`src/rtl/mips_datapath_alu_hilo_pkg.sv`:
```
// -----------------------------------------------------------------------------
// mips_datapath_alu_hilo_pkg
//
// Shared definitions for the HI/LO register unit and its divider core:
//   - func_t          : ALU function codes shared with the ALU
//   - is_hilo_func()  : HI/LO-class membership (Divs/Divu included)
//   - div_state_t     : divider FSM encodings (IDLE/RUN/FIX)
//   - DIV_ZERO_Q_BIT  : fill bit of the quotient produced by a divide by zero
// -----------------------------------------------------------------------------
package mips_datapath_alu_hilo_pkg;

  localparam int FUNC_W = 5;

  typedef enum logic [FUNC_W-1:0] {
    FUNC_ADD  = 5'd0,
    FUNC_ADDU = 5'd1,
    FUNC_SUB  = 5'd2,
    FUNC_SUBU = 5'd3,
    FUNC_AND  = 5'd4,
    FUNC_OR   = 5'd5,
    FUNC_XOR  = 5'd6,
    FUNC_NOR  = 5'd7,
    FUNC_SLT  = 5'd8,
    FUNC_SLTU = 5'd9,
    FUNC_SLL  = 5'd10,
    FUNC_SRL  = 5'd11,
    FUNC_SRA  = 5'd12,
    FUNC_LUI  = 5'd13,
    FUNC_MULS = 5'd14,
    FUNC_MULU = 5'd15,
    FUNC_MTHI = 5'd16,
    FUNC_MTLO = 5'd17,
    FUNC_MFHI = 5'd18,
    FUNC_MFLO = 5'd19,
    FUNC_DIVS = 5'd20,
    FUNC_DIVU = 5'd21
  } func_t;

  // Number of defined function codes; they occupy 0..FUNC_COUNT-1.
  localparam int FUNC_COUNT = 22;

  typedef enum logic [1:0] {
    DIV_IDLE = 2'd0,
    DIV_RUN  = 2'd1,
    DIV_FIX  = 2'd2
  } div_state_t;

  // A divide by zero returns an all-ones quotient (LO).
  localparam logic DIV_ZERO_Q_BIT = 1'b1;

  // Functions that read or write HI/LO; these must wait for a running divide.
  function automatic logic is_hilo_func(input func_t f);
    case (f)
      FUNC_MULS, FUNC_MULU, FUNC_MTHI, FUNC_MTLO,
      FUNC_MFHI, FUNC_MFLO, FUNC_DIVS, FUNC_DIVU: is_hilo_func = 1'b1;
      default:                                    is_hilo_func = 1'b0;
    endcase
  endfunction

endpackage

```
`src/rtl/mips_datapath_alu_hilo_div.sv`:
```
// -----------------------------------------------------------------------------
// mips_datapath_alu_hilo_div
//
// Iterative radix-2 restoring divider. Works on operand magnitudes, one
// quotient bit per RUN cycle (MSB first), then applies sign correction in FIX.
// Signed quotient truncates toward zero; remainder takes the dividend's sign.
// Divide by zero yields quotient = all ones, remainder = original dividend.
//
// Ports:
//   clock, reset        rising-edge clock, asynchronous active-high reset
//   start               begin a divide (only honoured in IDLE)
//   dividend, divisor   operands, captured on start
//   signed_op           1 = signed divide, 0 = unsigned
//   busy                FSM not in IDLE
//   done                high during FIX; quotient/remainder valid then
//   quotient, remainder corrected results
//   by_zero             the captured divisor was zero
// -----------------------------------------------------------------------------
module mips_datapath_alu_hilo_div
  import mips_datapath_alu_hilo_pkg::*;
#(
  parameter int DATA_W = 32
) (
  input  logic              clock,
  input  logic              reset,
  input  logic              start,
  input  logic [DATA_W-1:0] dividend,
  input  logic [DATA_W-1:0] divisor,
  input  logic              signed_op,
  output logic              busy,
  output logic              done,
  output logic [DATA_W-1:0] quotient,
  output logic [DATA_W-1:0] remainder,
  output logic              by_zero
);

  localparam int              CNT_W     = $clog2(DATA_W);
  localparam logic [CNT_W-1:0] LAST_STEP = CNT_W'(DATA_W - 1);

  div_state_t        state_reg, state_next;
  logic [CNT_W-1:0]  count_reg;
  logic [DATA_W-1:0] quo_reg;
  logic [DATA_W-1:0] rem_reg;
  logic [DATA_W-1:0] dvsr_reg;
  logic [DATA_W-1:0] dvnd_reg;
  logic              neg_q_reg;
  logic              neg_r_reg;
  logic              zero_reg;

  logic              dvnd_neg;
  logic              dvsr_neg;
  logic [DATA_W-1:0] dvnd_mag;
  logic [DATA_W-1:0] dvsr_mag;
  logic [DATA_W:0]   trial;
  logic [DATA_W:0]   diff;
  logic [DATA_W-1:0] rem_step;
  logic [DATA_W-1:0] quo_step;

  assign dvnd_neg = signed_op & dividend[DATA_W-1];
  assign dvsr_neg = signed_op & divisor[DATA_W-1];
  // Magnitudes stay DATA_W-bit unsigned, so the most negative value maps onto
  // itself and is still correct as an unsigned magnitude.
  assign dvnd_mag = dvnd_neg ? -dividend : dividend;
  assign dvsr_mag = dvsr_neg ? -divisor  : divisor;

  // One restoring step: shift the next dividend bit (held in quo_reg's MSB)
  // into the partial remainder and subtract the divisor if it fits. The
  // borrow bit diff[DATA_W] says it did not fit.
  assign trial    = {rem_reg, quo_reg[DATA_W-1]};
  assign diff     = trial - {1'b0, dvsr_reg};
  assign rem_step = diff[DATA_W] ? trial[DATA_W-1:0] : diff[DATA_W-1:0];
  assign quo_step = {quo_reg[DATA_W-2:0], ~diff[DATA_W]};

  // State register
  always_ff @(posedge clock or posedge reset) begin
    if (reset) begin
      state_reg <= DIV_IDLE;
    end else begin
      state_reg <= state_next;
    end
  end

  // Next-state logic
  always_comb begin
    state_next = state_reg;
    case (state_reg)
      DIV_IDLE: if (start) state_next = DIV_RUN;
      DIV_RUN:  if (count_reg == LAST_STEP) state_next = DIV_FIX;
      DIV_FIX:  state_next = DIV_IDLE;
      default:  state_next = DIV_IDLE;
    endcase
  end

  // Outputs decoded from state
  always_comb begin
    busy = (state_reg != DIV_IDLE);
    done = (state_reg == DIV_FIX);
  end

  // Datapath registers
  always_ff @(posedge clock or posedge reset) begin
    if (reset) begin
      count_reg <= '0;
      quo_reg   <= '0;
      rem_reg   <= '0;
      dvsr_reg  <= '0;
      dvnd_reg  <= '0;
      neg_q_reg <= 1'b0;
      neg_r_reg <= 1'b0;
      zero_reg  <= 1'b0;
    end else begin
      case (state_reg)
        DIV_IDLE: begin
          if (start) begin
            count_reg <= '0;
            quo_reg   <= dvnd_mag;
            rem_reg   <= '0;
            dvsr_reg  <= dvsr_mag;
            dvnd_reg  <= dividend;
            neg_q_reg <= dvnd_neg ^ dvsr_neg;
            neg_r_reg <= dvnd_neg;
            zero_reg  <= (divisor == '0);
          end
        end
        DIV_RUN: begin
          count_reg <= count_reg + 1'b1;
          quo_reg   <= quo_step;
          rem_reg   <= rem_step;
        end
        default: ;
      endcase
    end
  end

  // Sign correction; the divide-by-zero result bypasses it entirely.
  assign quotient  = zero_reg ? {DATA_W{DIV_ZERO_Q_BIT}} :
                     (neg_q_reg ? -quo_reg : quo_reg);
  assign remainder = zero_reg ? dvnd_reg : (neg_r_reg ? -rem_reg : rem_reg);
  assign by_zero   = zero_reg;

endmodule

```
`src/rtl/mips_datapath_alu_hilo.sv`:
```
// -----------------------------------------------------------------------------
// mips_datapath_alu_hilo
//
// HI/LO register unit of the MIPS datapath. Commits multiply results and
// mthi/mtlo writes, and (when MIPS_DATAPATH_ALU_HILO_DIV_EN is defined) runs
// Divs/Divu on an iterative divider, stalling HI/LO-class instructions while a
// divide is in flight. Without the macro, Divs/Divu are accepted no-ops and
// busy/stall/div_zero are tied low.
//
// Ports:
//   clock, reset      rising-edge clock, asynchronous active-high reset
//   op_valid, func    EX-stage instruction valid and its ALU function code
//   data1, data2      dividend (rs) and divisor (rt)
//   res_lo, res_hi    ALU results to commit (mul words or mtlo/mthi data)
//   reg_lo, reg_hi    registered LO/HI
//   busy              divider running
//   stall             EX instruction must hold (combinational on op_valid/func)
//   div_zero          one-cycle pulse after a divide by zero completes
// -----------------------------------------------------------------------------
module mips_datapath_alu_hilo
  import mips_datapath_alu_hilo_pkg::*;
#(
  parameter int DATA_W = 32
) (
  input  logic              clock,
  input  logic              reset,
  input  logic              op_valid,
  input  func_t             func,
  input  logic [DATA_W-1:0] data1,
  input  logic [DATA_W-1:0] data2,
  input  logic [DATA_W-1:0] res_lo,
  input  logic [DATA_W-1:0] res_hi,
  output logic [DATA_W-1:0] reg_lo,
  output logic [DATA_W-1:0] reg_hi,
  output logic              busy,
  output logic              stall,
  output logic              div_zero
);

  logic [DATA_W-1:0] hi_reg, hi_next;
  logic [DATA_W-1:0] lo_reg, lo_next;
  logic              accept;
  logic              div_done;
  logic [DATA_W-1:0] div_quotient;
  logic [DATA_W-1:0] div_remainder;

  assign accept = op_valid & ~stall;

`ifdef MIPS_DATAPATH_ALU_HILO_DIV_EN
  logic div_start;
  logic div_signed;
  logic div_by_zero;
  logic div_zero_reg;

  // Only HI/LO-class ops wait; the divider never sees the operands here, so
  // stall has no path from data*/res_*.
  assign stall      = op_valid & busy & is_hilo_func(func);
  assign div_start  = accept & ((func == FUNC_DIVS) | (func == FUNC_DIVU));
  assign div_signed = (func == FUNC_DIVS);

  mips_datapath_alu_hilo_div #(
    .DATA_W (DATA_W)
  ) u_div (
    .clock     (clock),
    .reset     (reset),
    .start     (div_start),
    .dividend  (data1),
    .divisor   (data2),
    .signed_op (div_signed),
    .busy      (busy),
    .done      (div_done),
    .quotient  (div_quotient),
    .remainder (div_remainder),
    .by_zero   (div_by_zero)
  );

  // Registered so the pulse lands in the same cycle the results appear.
  always_ff @(posedge clock or posedge reset) begin
    if (reset) begin
      div_zero_reg <= 1'b0;
    end else begin
      div_zero_reg <= div_done & div_by_zero;
    end
  end

  assign div_zero = div_zero_reg;
`else
  logic unused_div_operands;

  assign unused_div_operands = ^{data1, data2};
  assign busy          = 1'b0;
  assign stall         = 1'b0;
  assign div_zero      = 1'b0;
  assign div_done      = 1'b0;
  assign div_quotient  = '0;
  assign div_remainder = '0;
`endif

  // A divide commit (FIX) never coincides with an accepted HI/LO write:
  // those ops are stalled while the divider is busy.
  always_comb begin
    hi_next = hi_reg;
    lo_next = lo_reg;
    if (div_done) begin
      hi_next = div_remainder;
      lo_next = div_quotient;
    end
    if (accept) begin
      case (func)
        FUNC_MULS, FUNC_MULU: begin
          hi_next = res_hi;
          lo_next = res_lo;
        end
        FUNC_MTHI: hi_next = res_hi;
        FUNC_MTLO: lo_next = res_lo;
        default: ;
      endcase
    end
  end

  always_ff @(posedge clock or posedge reset) begin
    if (reset) begin
      hi_reg <= '0;
      lo_reg <= '0;
    end else begin
      hi_reg <= hi_next;
      lo_reg <= lo_next;
    end
  end

  assign reg_hi = hi_reg;
  assign reg_lo = lo_reg;

endmodule

```
`config.mk`:
```
export PLATFORM = sky130hd
export DESIGN_NAME = mips_datapath_alu_hilo
export DESIGN_NICKNAME = d
export VERILOG_FILES = /design/src/rtl/mips_datapath_alu_hilo_pkg.sv /design/src/rtl/mips_datapath_alu_hilo_div.sv /design/src/rtl/mips_datapath_alu_hilo.sv
export SDC_FILE = /design/constraint.sdc
export NUM_CORES = 1
export LEC_CHECK = 0
export CAP_MARGIN = 5
export CORE_AREA = 4 4 98 100
export DETAILED_ROUTE_END_ITERATION = 16
export DIE_AREA = 0 0 102 104
export HOLD_SLACK_MARGIN = 0.15
export MAX_ROUTING_LAYER = met4
export PLACE_DENSITY = 0.71
export RECOVER_POWER = 50
export REMOVE_ABC_BUFFERS = 1
export SYNTH_ARGS = -nofsm -noshare
export SYNTH_HDL_FRONTEND = slang
export SYNTH_SLANG_ARGS = --single-unit
export TNS_END_PERCENT = 50
```
`constraint.sdc`:
```
create_clock -name clock -period 5.57 [get_ports clock]
set_input_delay 1.114 -clock clock [delete_from_list [all_inputs] [get_ports clock]]
set_output_delay 1.114 -clock clock [all_outputs]
set_load 0.02 [all_outputs]
```
==> summary by stage, run 1 <==
Clocking
TritonCTS built the clock tree. The total of cells resized after clock tree synthesis is 0. The register clock-pin slew on the reported worst setup and hold paths is 0.06 ns. The deepest clock path buffer count is 2. The clock net in this run drives a total of 64 sinks.

In this run the clock root is driven by a clkbuf_8. The number of buffers inserted for hold repair after clock tree synthesis is 0. The source-to-sink clock delay at the later pin of the worst-skew pair is 0.33 ns.

CTS built an H-tree with a depth of 3. The clock buffer count from CTS is 9. The post-CTS setup buffer count is 0.

Timing
The worst slew slack as a fraction of its limit is 30.44%. The count of final max-slew check failures came to 0. For the final routed database, the setup TNS stands at 0 ns. The clock arrives with 0 ns of skew. The final critical path takes up 52.41% of the cycle.

The post-route minimum period is 2.919 ns. The count of final hold-check violations is 0. The final setup violation count is 0. Based on the critical path, the design can be clocked at up to 342.6 MHz.

At the pin with the least slew margin, the transition time is 1.043 ns. Across all hold checks on the routed design, the worst slack comes to 0.4990 ns. Setup repair after global routing left no endpoint under its margin.

Routing
Dividing the detail-routed wire length by the instance count gives 14.77 um. The wire length reported by the detailed router is 5892 um. Using the TritonRoute via totals, the vias-per-cell ratio works out to 4.333. The number of optimization iterations in the first detailed-route pass is 3. The routed layout has 1,729 vias.

For this run, design rule violations remaining after detail routing come to 0. The first routing iteration left 29 violations. The number of routed nets with antenna violations is 0.

Global routing
The initial antenna violation count was 0. Global routing finished with a remaining overflow of 0. Entering global routing, the biggest net connects 65 pins. The via count of the first global-routing pass is 1,971. Global routing consumed, over all layers together, 11.43% of the routing resources. The first-pass GRT wire length is 9294 um.

Floorplanning
Measured along the y axis, the die boundary spans 104 um. The area of the core is 0.008678 mm2. In this run the core area contains 34 standard-cell rows. The initial standard-cell utilization of the core is 29.86%. The number of top-level pins is 203. The floorplan step defined a die boundary enclosing 0.01061 mm2.

The die is 102 um wide.

Logic synthesis
In this run the biggest area consumer among cell types represents 61.81% of the synthesized area. The number of synthesized flops with an enable pin is 0. Sorting the synthesized cells by how often they occur yields dfrtp_1, mux2_2, mux2_4. After synthesis, the cell types taking the most area are dfrtp_1, mux2_4, mux2_2, buf_6, buf_4. The cell area that synthesis handed to floorplanning was 0.002591 mm2. Of all cell types, the one taking the most synthesized area is dfrtp_1. Counting distinct cell types in the post-synthesis netlist gives 14. The share of flip-flops with an asynchronous set or reset is 100.0%. In this run the mean area of a mapped cell was 17.75 um2. Counting every instance in the synthesized netlist gives 146. The warning count from the yosys run is 0.

The most frequent cell after synthesis is dfrtp_1. After synthesis the netlist holds a flip-flop and latch count of 64. The sequential cell area fraction in the yosys report is 61.81%.

For this run, the leading register cell type out of synthesis is dfrtp_1.

Worst setup path
By startpoint and endpoint, the worst setup path is classified as in -> reg. The number of cell instances on the worst register-to-register path is 1. For the worst setup path, the data arrival time is 3.12 ns. Setup slack on the worst reg-to-reg path comes out at 4.78 ns. The worst setup path is captured at a flip-flop. In this run the worst path has a maximum fanout of 32. The worst setup path is launched from an input pin. The required arrival time at the worst endpoint is 5.78 ns.

Place
The global placer's final weighted congestion is 0.6528. The count of buffers from port buffering is 135. The half-perimeter wire length after placement is 4245 um.

Power and ir drop
Power spread over the standard cell area amounts to 391.3 mW/mm2. VDD sags by at most 0.0001673 V. The completed layout was analyzed and its total power is 0.001642 W. The analysis attributes to cell leakage a power of 1.882 nW.

Cells and area
In the final layout, the share of cells above drive strength 1 is 27.84%. The final layout contains 423 nets. The signed area change from the synthesized netlist to the final layout is 61.95%. The number of diodes added for antenna fixing is 0.

Job
Max-cap violations in this run came to 0.

Run status
The flow ran to the end, and the final reports show no timing, DRC or antenna violations.

Worst hold path
Counting instances, the worst hold path has a depth of 1. The worst hold path belongs to the class reg -> reg.
## area by class of cell
class | count | area [um2]
timing repair buffer | 137 | 1366
inverter | 2 | 7.507
clock buffer | 11 | 141.4
tap | 108 | 135.1
sequential | 64 | 1602
fill | 775 | 4482
clock inverter | 4 | 45.04
multi-input combinational | 73 | 899.6
## logic make-up (layout without fill, tap and decap cells)
family                 Yosys count  count (layout)  synth area share, %
muxes                           64              64                32.16
DFF                             64              64                61.81
buffers and inverters           11             154                3.766
and+or+nand+nor                  4               4                1.255
AOI/OAI and AO/OA                2               2               0.8691
other                            1               3               0.1447
## power breakdown
group          leakage, nW  switching, W  internal (W)  total (W)
clock               0.0989      0.000166      0.000214   0.000381
sequential           0.774     0.0000599      0.000588   0.000648
combinational         1.01      0.000266      0.000348   0.000614
## cells in the final DEF, fill, tap and decap left out, drive strengths merged, types with 2 or more instances in the layout
| cell | n |
|---|---|
| mux2 | 64 |
| clkbuf | 11 |
| conb | 3 |
| dfrtp | 64 |
| clkinv | 4 |
| dlygate4sd3 | 33 |
| clkdlybuf4s50 | 102 |
| buf | 2 |
## critical path, cell delays in order
cell             delay [ns]
clkdlybuf4s50_1        0.42
or4b_4                 0.55
o22a_2                 0.58
mux2_4                 0.44
## path summary, 6_finish.rpt
kind,start,endpoint
worst max register to register,reg_lo[13],reg_lo[13]
worst min register to register,reg_lo[19],reg_lo[19]
worst min-delay path,reg_lo[19],reg_lo[19]
min in group asynchronous,reset,reg_lo[8]
max in group asynchronous,reset,reg_lo[5]
worst max-delay path,func[1],reg_hi[12]
## stage by stage
step,worst slack (ns),cell area [um2],cells,utilization (%)
6_report,2.651,4197,399,48.36
3_5_place_dp,2.305,4010,384,46.21
3_3_place_gp,2.302,4010,384,46.21
5_1_grt,2.599,4197,399,48.36
2_1_floorplan,2.498,2509,139,-
4_1_cts,2.667,4197,399,48.36
## flip-flops by register name, summed over array words and instances (netlist names)
| name | count |
|---|---|
| reg_lo | 32 |
| reg_hi | 32 |
## per-layer routing
metal,share of wire (%),track usage [%],vias to the layer above
met2,44,17.13,101
met3,13,4.829,12
li1,-,-,787
met4,2.0,5.061,0
met5,0,-,-
met1,41,13.28,829
No activity file was read; power rests on OpenSTA's default activity.
==> run 2, diff against run 1 <==
- clock period: 5.57 -> 3 ns (I/O delays scaled with it)
==> run 2 against run 1 <==
Non-clock buffer count increased by 2. Clock-buffer cell count grew 1. Clock skew unchanged. Largest power group unchanged. Clock power grew 120%. Critical path depth grew 1. Sequential share of layout area decreased by 0.70 points.
==> summary by stage, run 2 (synthesis gave the netlist of run 1 again) <==
Worst setup path
Walking the worst path, the cells encountered are clkdlybuf4s50_1 > or4b_4 > o22a_2 > buf_4 > mux2_4. The delay contributed by the slowest stage of the critical path is 0.55 ns. STA classifies the critical path startpoint as an input pin. On the critical path, the stage with the largest delay is an instance of or4b_4. The required arrival time at the worst endpoint is 3.22 ns.

Along the worst path, the maximum fanout reaches 32. The worst setup path is of the in -> reg kind. The arrival time at the worst endpoint is 2.46 ns. The critical path endpoint category is a flip-flop.

Global routing
The combined global-route utilization of all metal layers is 11.43%. The initial antenna violation count was 0. The first-pass GRT wire length is 9246 um.

Global routing consumed, on the met1 layer, 13.54% of the routing resources. The met3 routing resource usage after global routing is 3.890%. The met2 capacity usage during global routing is 17.50%.

The global routing's busiest layer is met2. The via count of the first global-routing pass is 1,944. For this run the aggregate overflow at the end of global routing stands at 0. Entering global routing, the biggest net connects 33 pins.

Timing
The post-route minimum period is 2.245 ns. The count of final max-slew check failures is 0. After layout, the worst path uses 74.83% of the clock period. At the pin with the least slew margin, the transition time is 0.6927 ns. Setup violations remaining at the end of the flow were counted as 0. The setup TNS after final layout is 0 ns.

The worst slew slack as a fraction of its limit is 53.82%. Setup repair after global routing left no endpoint under its margin. The worst path meets setup with 0.7552 ns of slack. Across the routed clock network, the largest skew measured is 0 ns. The count of final hold-check violations is 0. The highest attainable clock frequency is 445.5 MHz.

The tightest hold path in the finished design has a slack of 0.4861 ns.

Power and ir drop
The peak supply drop is 0.0003273 V. The static leakage power is 1.913 nW. The cell area power density is 747.6 mW/mm2.

Place
The count of buffers from port buffering is 135. The wire-length estimate of the detail-placed layout is 4291 um. The post-placement worst setup slack is 0.4098 ns. The number of cells after detailed placement is 386. Routability-driven placement finished with a final weighted congestion of 0.6695.

Cells and area
The fraction of final layout cells with drive strength greater than 1 is 28.91%. The net total in the final layout is 425. The filler cell count in the final layout is 770.

The number of antenna diodes in the final layout is 0. Leaving out fill and tap cells, the most frequent cell in the layout is clkdlybuf4s50_1. The count of cells in the finished layout, fillers not included, comes to 402.

The sequential standard cell area is 0.001602 mm2. Relative to the synthesized area, the layout overhead comes to 64.99%. In the layout the commonest cells are clkdlybuf4s50_1, dfrtp_1, dlygate4sd3_1. In the final layout, the multi-input gates occupy 899.6 um2.

Clocking
For this design, the sink count on the clock tree is 64. The clock passes through at most 2 buffers. Gates resized during post-CTS repair numbered 0. Clock-pin slew was measured on the worst setup and hold paths at 0.07 ns. Hold repair after CTS inserted 0 buffers. In this run the post-CTS setup repair buffer count came out at 0. The tree is rooted in a clkbuf_8. The clock tree from TritonCTS is built. The H-tree generated during clock tree synthesis spans 3 levels.

The source-to-sink clock delay at the later pin of the worst-skew pair is 0.33 ns. Buffers inserted during clock tree synthesis total 9.

Floorplanning
The die covers 0.01061 mm2. The area of the core is 0.008678 mm2. From left edge to right edge, the die measures 102 um. The initial standard-cell utilization of the core is 29.86%. 203 I/O pins were placed. The die is 104 um tall.

After floorplanning, the core was divided into 34 placement rows.

Routing
The number of optimization iterations in the first detailed-route pass is 3. The DRC violation count after routing is 0. The average vias per placed instance is 4.299. The routed design has 5829 um of wire.

The starting DRC count in detailed routing is 11. After detailed routing, the average wire length per cell comes to 14.50 um. Once detail routing completed, the nets flagged for antenna violations numbered 0. The routed layout has 1,728 vias.

Run status
The flow ran to the end, and the final reports show no timing, DRC or antenna violations.

Job
The tool flagged a number of max-cap violations equal to 0.

Worst hold path
The worst min-delay path class is reg -> reg.
[run 2: cell count changes in the layout (fill, tap and decap cells not counted), sizes merged]
cell      before  now
buf            2    3
bufinv         1    2
clkbuf        11   13
clkinv         4    0
clkinvlp       0    2
inv            1    2
[run 2: where the power goes]
part	internal, W	leakage [nW]	switching [W]
Combinational	0.000647	1.02	0.000489
Clock	0.000536	0.115	0.000321
Sequential	0.00109	0.774	0.000112
[run 2: cell type report]
class / count / share of cell area (%)
multi-input combinational: 73 / 21.04
sequential: 64 / 37.46
inverter: 2 / 0.1756
clock buffer: 12 / 3.863
tap: 108 / 3.161
timing repair buffer: 139 / 32.54
clock inverter: 4 / 1.756
[run 2: final timing paths]
path,cells past startpoint,endpoint,start,slack [ns]
setup reg to reg,1,reg_lo[26],reg_lo[26],2.23
hold reg to reg,1,reg_lo[14],reg_lo[14],0.49
hold / removal,1,reg_lo[14],reg_lo[14],0.49
max in group asynchronous,3,reg_hi[31],reset,1.15
min in group asynchronous,2,reg_lo[21],reset,0.77
setup / recovery,5,reg_hi[11],func[1],0.76
[run 2: metrics by stage]
stage,power [W],utilization [%],cell area (um2)
floorplan,0.001793,-,2509
finish,0.003196,49.26,4275
detailed placement,0.002418,46.53,4038
CTS,0.003312,49.29,4278
global route,0.003372,49.26,4275
global placement,0.002402,46.53,4038
[run 2: worst max-delay path, delay by kind of cell]
family	cells	cell delay (ns)
and+or+nand+nor	1	0.55
buffers and inverters	2	0.71
muxes	1	0.36
AOI/OAI and AO/OA	1	0.21
[run 2: layer usage]
metal	vias up	share of wire (%)	wire, um
met4	0	1.8	106
met2	101	45	2622
met3	11	10	600
met5	-	0	0
met1	817	43	2499
li1	799	-	-
==> run 3, diff against run 2 <==
- PLACE_DENSITY: 0.71 -> 0.74
- clock period: 3 -> 1.9 ns (I/O delays scaled with it)
==> run 3 against run 2 <==
Sequential cell count did not move. Cell count up 0.50%. Critical path depth is 1 higher. First-iteration DRC count grew 73%. Die area stayed put. Critical endpoint is now reg_lo[22]. Largest power group unchanged.
==> summary by stage, run 3 (synthesis gave the netlist of run 1 again) <==
Cells and area
The number of diodes added for antenna fixing is 0. The final cell utilization of the core is 49.83%. The post-route standard cell area excluding fillers is 0.004324 mm2. Fill cells in the final layout number 756. The library cell used most frequently in the layout, excluding fill and tap cells, is clkdlybuf4s50_1.

From synthesis to final layout, the design area changed by 66.88%. The net total in the final layout is 428. In the layout the commonest cells are clkdlybuf4s50_1, dfrtp_1, dlygate4sd3_1. The post-route netlist has 28.72% of its cells at a drive strength greater than 1.

Place
In this run the cell area measured after placement is 0.004055 mm2. The half-perimeter wire length after placement is 4414 um. Prior to clock tree synthesis, the placed netlist has a worst setup slack of -0.3723 ns. The global placer's final weighted congestion is 0.6709. The count of buffers from port buffering is 135.

Timing
The clock arrives with 0 ns of skew. Derived from the worst setup path, the maximum achievable clock frequency is 541.9 MHz. The least setup slack across all paths after layout is 0.05468 ns. The count of final max-slew check failures was 0. Setup repair after global routing left no endpoint under its margin. Dividing the final minimum period by the clock period gives 97.12%.

For the finished layout, the period the worst path requires is 1.845 ns. The worst slew slack as a fraction of its limit is 41.16%. The count of final hold-check violations was 0. The final setup violation count is 0. For the pin with the worst max-slew slack, the measured transition is 0.8825 ns.

Clocking
The source-to-sink clock delay at the later pin of the worst-skew pair is 0.32 ns. TritonCTS built the clock tree. The deepest clock path buffer count is 2. The total number of H-tree levels is 3. Hold repair after CTS inserted 0 buffers. The CTS root buffer is clkbuf_8.

Counting every sink on the clock net gives 64. The clock buffer count from CTS is 9. After clock tree synthesis, the clock-pin slew on the worst setup and hold paths is 0.07 ns.

Power and ir drop
IR analysis of the VDD net gives a maximum drop of 0.0005278 V. For this design the static power due to leakage is 1.940 nW. The share of total power in the clock network is 23.4%. The relative contribution of combinational cells to total power is 37.4%.

Of the total power, the share spent switching nets is 30.34%. The cell-internal power is 0.003390 W. Summed over all nets, the switching power comes to 0.001476 W.

The cell area power density is 1125 mW/mm2. The share of total power in sequential cells is 39.2%.

Routing
The average vias per placed instance is 4.302. After detailed routing, the number of remaining DRC violations is 0. After detailed routing, the total wire length is 6457 um. The total via count in the routed design is 1,738. The count of nets left with antenna violations once routing finished came out at 0. The first TritonRoute pass finished after 2 iterations. The detailed router finished its first iteration with 19 violations.

In the final routed layout, each cell accounts on average for 15.98 um.

Global routing
The combined global-route utilization of all metal layers is 12.57%. The pin count of the biggest net entering global routing is 65. The via count of the first global-routing pass is 1,962. The initial antenna violation count is 0. The first-pass GRT wire length is 9922 um. The overflow left after global routing is 0.

Floorplanning
The area of the core is 0.008678 mm2. Once the floorplan was initialized, standard cells occupied 29.86% of the core. The count of standard-cell rows is 34. The die covers 0.01061 mm2. In this run the count of I/O pins placed on the die edge is 203. In this run the vertical extent of the chip is 104 um. The die span in x is 102 um.

Worst setup path
Of all nets on the critical path, the largest fanout is 8. The arrival time at the worst endpoint is 2.05 ns. The critical path endpoint category is a flip-flop. The worst setup path is of the in -> reg kind.

STA classifies the critical path startpoint as an input pin. For the worst setup path, the data required time is 2.10 ns.

Job
Across the run, the number of max-cap violations was 0.

Run status
The run finished with clean final reports.

Worst hold path
The worst min-delay path class is reg -> reg.
run 3: cell types whose count changed in the layout (fill, tap and decap cells not counted), moves of 2 or more:
cell	change
dlygate4sd2_1	+4
buf_4	-2
buf_6	+2
clkdlybuf4s50_1	-4
clkbuf_8	-2
bufbuf_16	+2
clkbuf_1	+2
run 3: layout make-up:
class	instances	area, um2	share of cell area (%)
Sequential cell	64	1602	37.04
Inverter	2	7.507	0.1736
Clock buffer	12	145.1	3.356
Clock inverter	3	42.54	0.9838
Multi-Input combinational cell	73	910.9	21.06
Timing Repair Buffer	142	1481	34.26
Tap cell	108	135.1	3.125
run 3: path summary, 6_finish.rpt:
| path | start | end | cells past startpoint | slack [ns] |
|---|---|---|---|---|
| max | func[2] | reg_lo[22] | 6 | 0.05 |
| min in group asynchronous | reset | reg_lo[20] | 3 | 0.79 |
| min | reg_lo[13] | reg_lo[13] | 1 | 0.48 |
| max reg2reg | reg_lo[14] | reg_lo[14] | 1 | 1.13 |
| max in group asynchronous | reset | reg_lo[16] | 3 | 0.51 |
| min reg2reg | reg_lo[13] | reg_lo[13] | 1 | 0.48 |
run 3: repair_timing:
| action | CTS | global route |
|---|---|---|
| gates cloned | 2 | 0 |
| pin swaps | 1 | 1 |
| buffers inserted | 2 | 0 |
| endpoints found under the setup margin | 10 | 6 |
| resized for setup | 8 | 0 |
run 3: worst max-delay path, stage by stage:
cell and delay (ns):
dlygate4sd2_1 0.24, or4b_4 0.56, o22ai_4 0.14, buf_6 0.14, bufbuf_16 0.26, mux2_2 0.32
run 3: per-stage QoR:
step	instances	TNS [ns]	hold slack [ns]	total power, W
detailed placement	385	-22.43	0.4738	0.003830
CTS	404	0	0.4453	0.005015
global placement	385	-21.17	0.4687	0.003795
floorplan	139	-20.38	0.5148	0.002831
finish	404	0	0.4781	0.004866
global route	404	0	0.5071	0.005114
run 3: power groups by stage:
stage	Combinational, W	Sequential (W)	Clock, W
final	0.00182	0.00191	0.00114
after global routing	0.00191	0.00195	0.00125
after CTS	0.00192	0.00192	0.00118
after detailed placement	0.00190	0.00193	0
after global placement	0.00187	0.00193	0
after floorplan	0.000454	0.00238	0
run 3: routing by layer:
metal  track usage (%)  up-vias  wire length (um)
li1                  -      801                 -
met1             15.24      835              2801
met2             19.31       97              2979
met3             3.957        5               617
met4             5.061        0                58
met5                 -        -                 0
==> RTL change 1, RTL diff (flow settings as in run 2) <==
Set the parameter `DATA_W` to 40 (it was 32).
--- a/src/rtl/mips_datapath_alu_hilo.sv
+++ b/src/rtl/mips_datapath_alu_hilo.sv
@@ -22,3 +22,3 @@
 #(
-  parameter int DATA_W = 32
+  parameter int DATA_W = 40
 ) (
Interface: changed (6 resized); port bits go from 203 to 251. The function was not compared with the original's and may differ.
==> RTL change 1 against run 2 <==
  * Wire length up 27%
  * The flow now finishes with violations (max-capacitance violations, max-slew violations)
  * Critical path type unchanged
  * Worst hold slack worse by 0.0026 ns
  * Setup slack better by 0.067 ns
  * Final area up 21%
  * Area after synthesis up 24%
  * Power up 16%
  * Critical endpoint is now reg_hi[9]
  * Sequential cell count up 16
  * Die area unchanged
==> RTL change 1: results <==
grt:
  grt_pass1_vias: 2388
  grt_max_degree: 42
  gr-usage-met1: 0.180
  grtUsageMet3: 0.0456
  gr-usage-met2: 0.216
  grt_antenna_before_repair: 0
  grt_pass1_wl_um: 11700
  grt_util_all_layers: 0.144
drt:
  wl_um: 7380
  vias_per_cell: 4.56
  dr.pass1.iters: 2
  drtIter0Drc: 25
layout:
  nets: 520
  fill_cells: 688
  drive_gt1_frac: 0.275
  diodes: 0
worst_setup_path:
  worstReg2RegStart: "reg_lo[23]"
  path_delay_family: "buffers and inverters"
  crit_end: "reg_hi[9]"
  critPathArrivalTime_ns: 2.40
  reg2reg_slack_ns: 2.22
  cp_max_fo: 40
  rr_endpoint: "reg_lo[23]"
clocking:
  max-clock-path-buffers: 2
  clkTransAtPathRegs_ns: 0.08
  cts_htree_levels: 3
  numCtsBuffers: 9
  cts_root_buf: "clkbuf_8"
outcome:
  violations: "max-capacitance violations, max-slew violations"
  outcome: "finished with violations"
timing:
  final_max_slew_viol_count: 41
  worst_pin_slew_ns: 1.80
power_and_ir_drop:
  finalPower_mw: 3.70
  p_int_mw: 2.56
  ir_worst_vdd_mv: 0.312
  p_clk_frac: 0.205
  powerSeq_mw: 1.51
  leakagePower_nw: 2.33
synthesis:
  synth_compound_area_frac: 0.00700
  synthArstFlopShare: 1.00
  ys.flop_type: "dfrtp_1"
  synth_cell_types: 14
  synthTopCellsByArea: "dfrtp_1 62%, mux2_4 19%, mux2_2 13%"
  synth-xor-area-share: 0
  synth_mux_area_frac: 0.327
  seq_area_frac_synth: 0.622
  synthTopCellsByCount: "80 x dfrtp_1, 40 x mux2_4, 37 x mux2_2"
run:
  max_cap_violations: 1
place:
  portBuffers: 167
  dp_hpwl_um: 5480
  gp_congestion: 0.687
==> RTL change 1: cell count changes in the layout (fill, tap and decap cells not counted), moves of 2 or more <==
cell / before / now
clkbuf_8: 12 / 9
clkdlybuf4s50_1: 102 / 126
dlygate4sd3_1: 33 / 41
mux2_2: 32 / 37
mux2_4: 30 / 40
buf_4: 2 / 0
clkbuf_1: 0 / 2
buf_12: 1 / 3
dfrtp_1: 64 / 80
==> RTL change 1: how the worst min path moves through the flow <==
stage | from | endpoint | slack (ns) | cells past startpoint
after floorplan | reg_lo[21] | reg_lo[21] | 0.61 | 1
after global placement | reg_lo[21] | reg_lo[21] | 0.47 | 1
after detailed placement | reg_lo[21] | reg_lo[21] | 0.48 | 1
after CTS | reg_lo[21] | reg_lo[21] | 0.50 | 1
after global routing | reg_hi[1] | reg_hi[1] | 0.52 | 1
final | reg_lo[21] | reg_lo[21] | 0.48 | 1
==> RTL change 1: layout make-up <==
cell class	instances	area, um^2	area share
Tap cell	108	135	0.0260
Multi-Input combinational cell	89	1120	0.217
Inverter	2	8.76	0.00169
Timing Repair Buffer	170	1730	0.334
Clock buffer	11	131	0.0253
Sequential cell	80	2000	0.386
Clock inverter	5	57.6	0.0111
==> RTL change 1: through the flow <==
step                setup slack, ns  hold slack (ns)  cell area (um^2)   util  cells
floorplan                     0.234            0.610              3130      -    171
global placement              0.494            0.468              5000  0.576    449
detailed placement            0.473            0.478              5000  0.576    449
CTS                           0.837            0.495              5190  0.598    465
global route                  0.662            0.522              5190  0.598    465
finish                        0.822            0.483              5190  0.598    465
==> RTL change 1: metal layers <==
metal / vias up / part of all wire
met5: - / 0
met4: 0 / 0.020
met3: 15 / 0.10
met2: 122 / 0.45
met1: 1015 / 0.43
li1: 970 / -
==> RTL change 2, RTL diff (flow settings as in run 2) <==
Without the edit above. Take the reset off `hi_reg` and load it in a clocked block of its own.
--- a/src/rtl/mips_datapath_alu_hilo.sv
+++ b/src/rtl/mips_datapath_alu_hilo.sv
@@ -122,8 +122,10 @@
     if (reset) begin
-      hi_reg <= '0;
       lo_reg <= '0;
     end else begin
-      hi_reg <= hi_next;
       lo_reg <= lo_next;
     end
+  end
+
+  always_ff @(posedge clock) begin
+    hi_reg <= hi_next;
   end
Check against the original RTL: not equivalent (Yosys sat finds a counterexample within 4 cycles, from zero or initial values and one cycle with reset high).
==> RTL change 2 against run 2 <==
  * Setup slack better by 0.034 ns
  * Cell count down 8.2%
  * Final area down 7.7%
  * Critical path depth unchanged
  * Area after synthesis down 13%
  * Wire length down 7.3%
  * First-iteration DRC count up 36%
  * Global-route usage down 0.97 points
  * Sequential power down 7%
  * Die area unchanged
  * Sequential cell count unchanged
  * Power down 21%
  * Largest cell class unchanged
  * Largest power group unchanged
==> RTL change 2: results <==
timing:
  worst_pin_slew_ns: 1.05
  fin_ws_ns: 0.789
  relSlewSlack: 0.303
layout:
  bufAreaShareNonClock: 0.354
  inverters: 2
  register_area_mm2: 0.00176
  clockNetworkAreaShare: 0.0542
  drive_gt1_frac: 0.184
  fill_cells: 782
  nets: 392
  n_all_buffers: 138
  multi_input_area_um2: 432
  seq_cells: 64
  multi_input_gates: 41
synthesis:
  synthArstFlopShare: 0.500
  synthTopCellsByCount: "32 x dfrtp_1, 32 x edfxtp_1, 30 x mux2_2"
  synth-edff-count: 32
  synthTopCellsByArea: "edfxtp_1 43%, dfrtp_1 36%, mux2_2 15%"
  seq_area_frac_synth: 0.784
  ys.flop_type: "edfxtp_1"
grt:
  grt_pass1_wl_um: 8350
  gr-usage-met1: 0.127
  grt_max_degree: 33
  gr-usage-met2: 0.154
  grt_util_all_layers: 0.105
  grt_pass1_vias: 1714
  grtUsageMet3: 0.0423
worst_setup_path:
  reg2reg_slack_ns: 2.23
  crit_end: "reg_lo[27]"
  worstReg2RegStart: "reg_lo[7]"
  cp_max_fo: 30
  path_delay_family: "buffers and inverters"
  max_stage_delay_ns: 0.57
  rr_endpoint: "reg_lo[7]"
  critPathArrivalTime_ns: 2.42
drt:
  dr.pass1.iters: 4
  drtIter0Drc: 15
  wl_met3_um: 690
  vias_per_cell: 4.16
  route.met2.wl_um: 2290
  wl_per_cell_um: 14.6
  met1Wirelength_um: 2340
place:
  place_ws_ns: 0.425
  placedInstanceArea_mm2: 0.00373
  dp_hpwl_um: 4100
  gp_congestion: 0.662
outcome:
  outcome: "completed"
power_and_ir_drop:
  leakagePower_nw: 1.51
  ir_worst_vdd_mv: 0.302
  comb_power_share: 0.251
  powerSeq_mw: 1.11
  power.switching_mw: 0.643
  power.density_mw_per_mm2: 643
clocking:
  numCtsBuffers: 9
  ctsResizeCount: 0
  clkTransAtPathRegs_ns: 0.07
  cts_htree_levels: 3
hold_path:
  hold_start: "reg_lo[6]"
RTL change 2: cell types whose count changed after synthesis, moves of 2 or more:
cell / delta
buf_6: -3
dfrtp_1: -32
edfxtp_1: +32
mux2_2: -2
mux2_4: -30
RTL change 2: logic make-up after synthesis:
| kind of cell | share of synthesized area |
|---|---|
| muxes | 0.160 |
| other | 0.00167 |
| AOI/OAI and AO/OA | 0.0123 |
| DFF | 0.784 |
| buffers and inverters | 0.0284 |
| and+or+nand+nor | 0.0134 |
RTL change 2: worst min-delay path by stage:
stage | endpoint
global placement | reg_lo[7]
floorplan | reg_lo[6]
global route | reg_lo[31]
finish | reg_lo[6]
CTS | reg_lo[6]
detailed placement | reg_lo[7]
RTL change 2: stage by stage:
step | power [mW] | std cells | hold slack, ns
2_1_floorplan | 1.41 | 107 | 0.609
3_3_place_gp | 1.78 | 353 | 0.467
3_5_place_dp | 1.79 | 353 | 0.479
4_1_cts | 2.61 | 369 | 0.502
5_1_grt | 2.67 | 369 | 0.524
6_report | 2.54 | 369 | 0.496
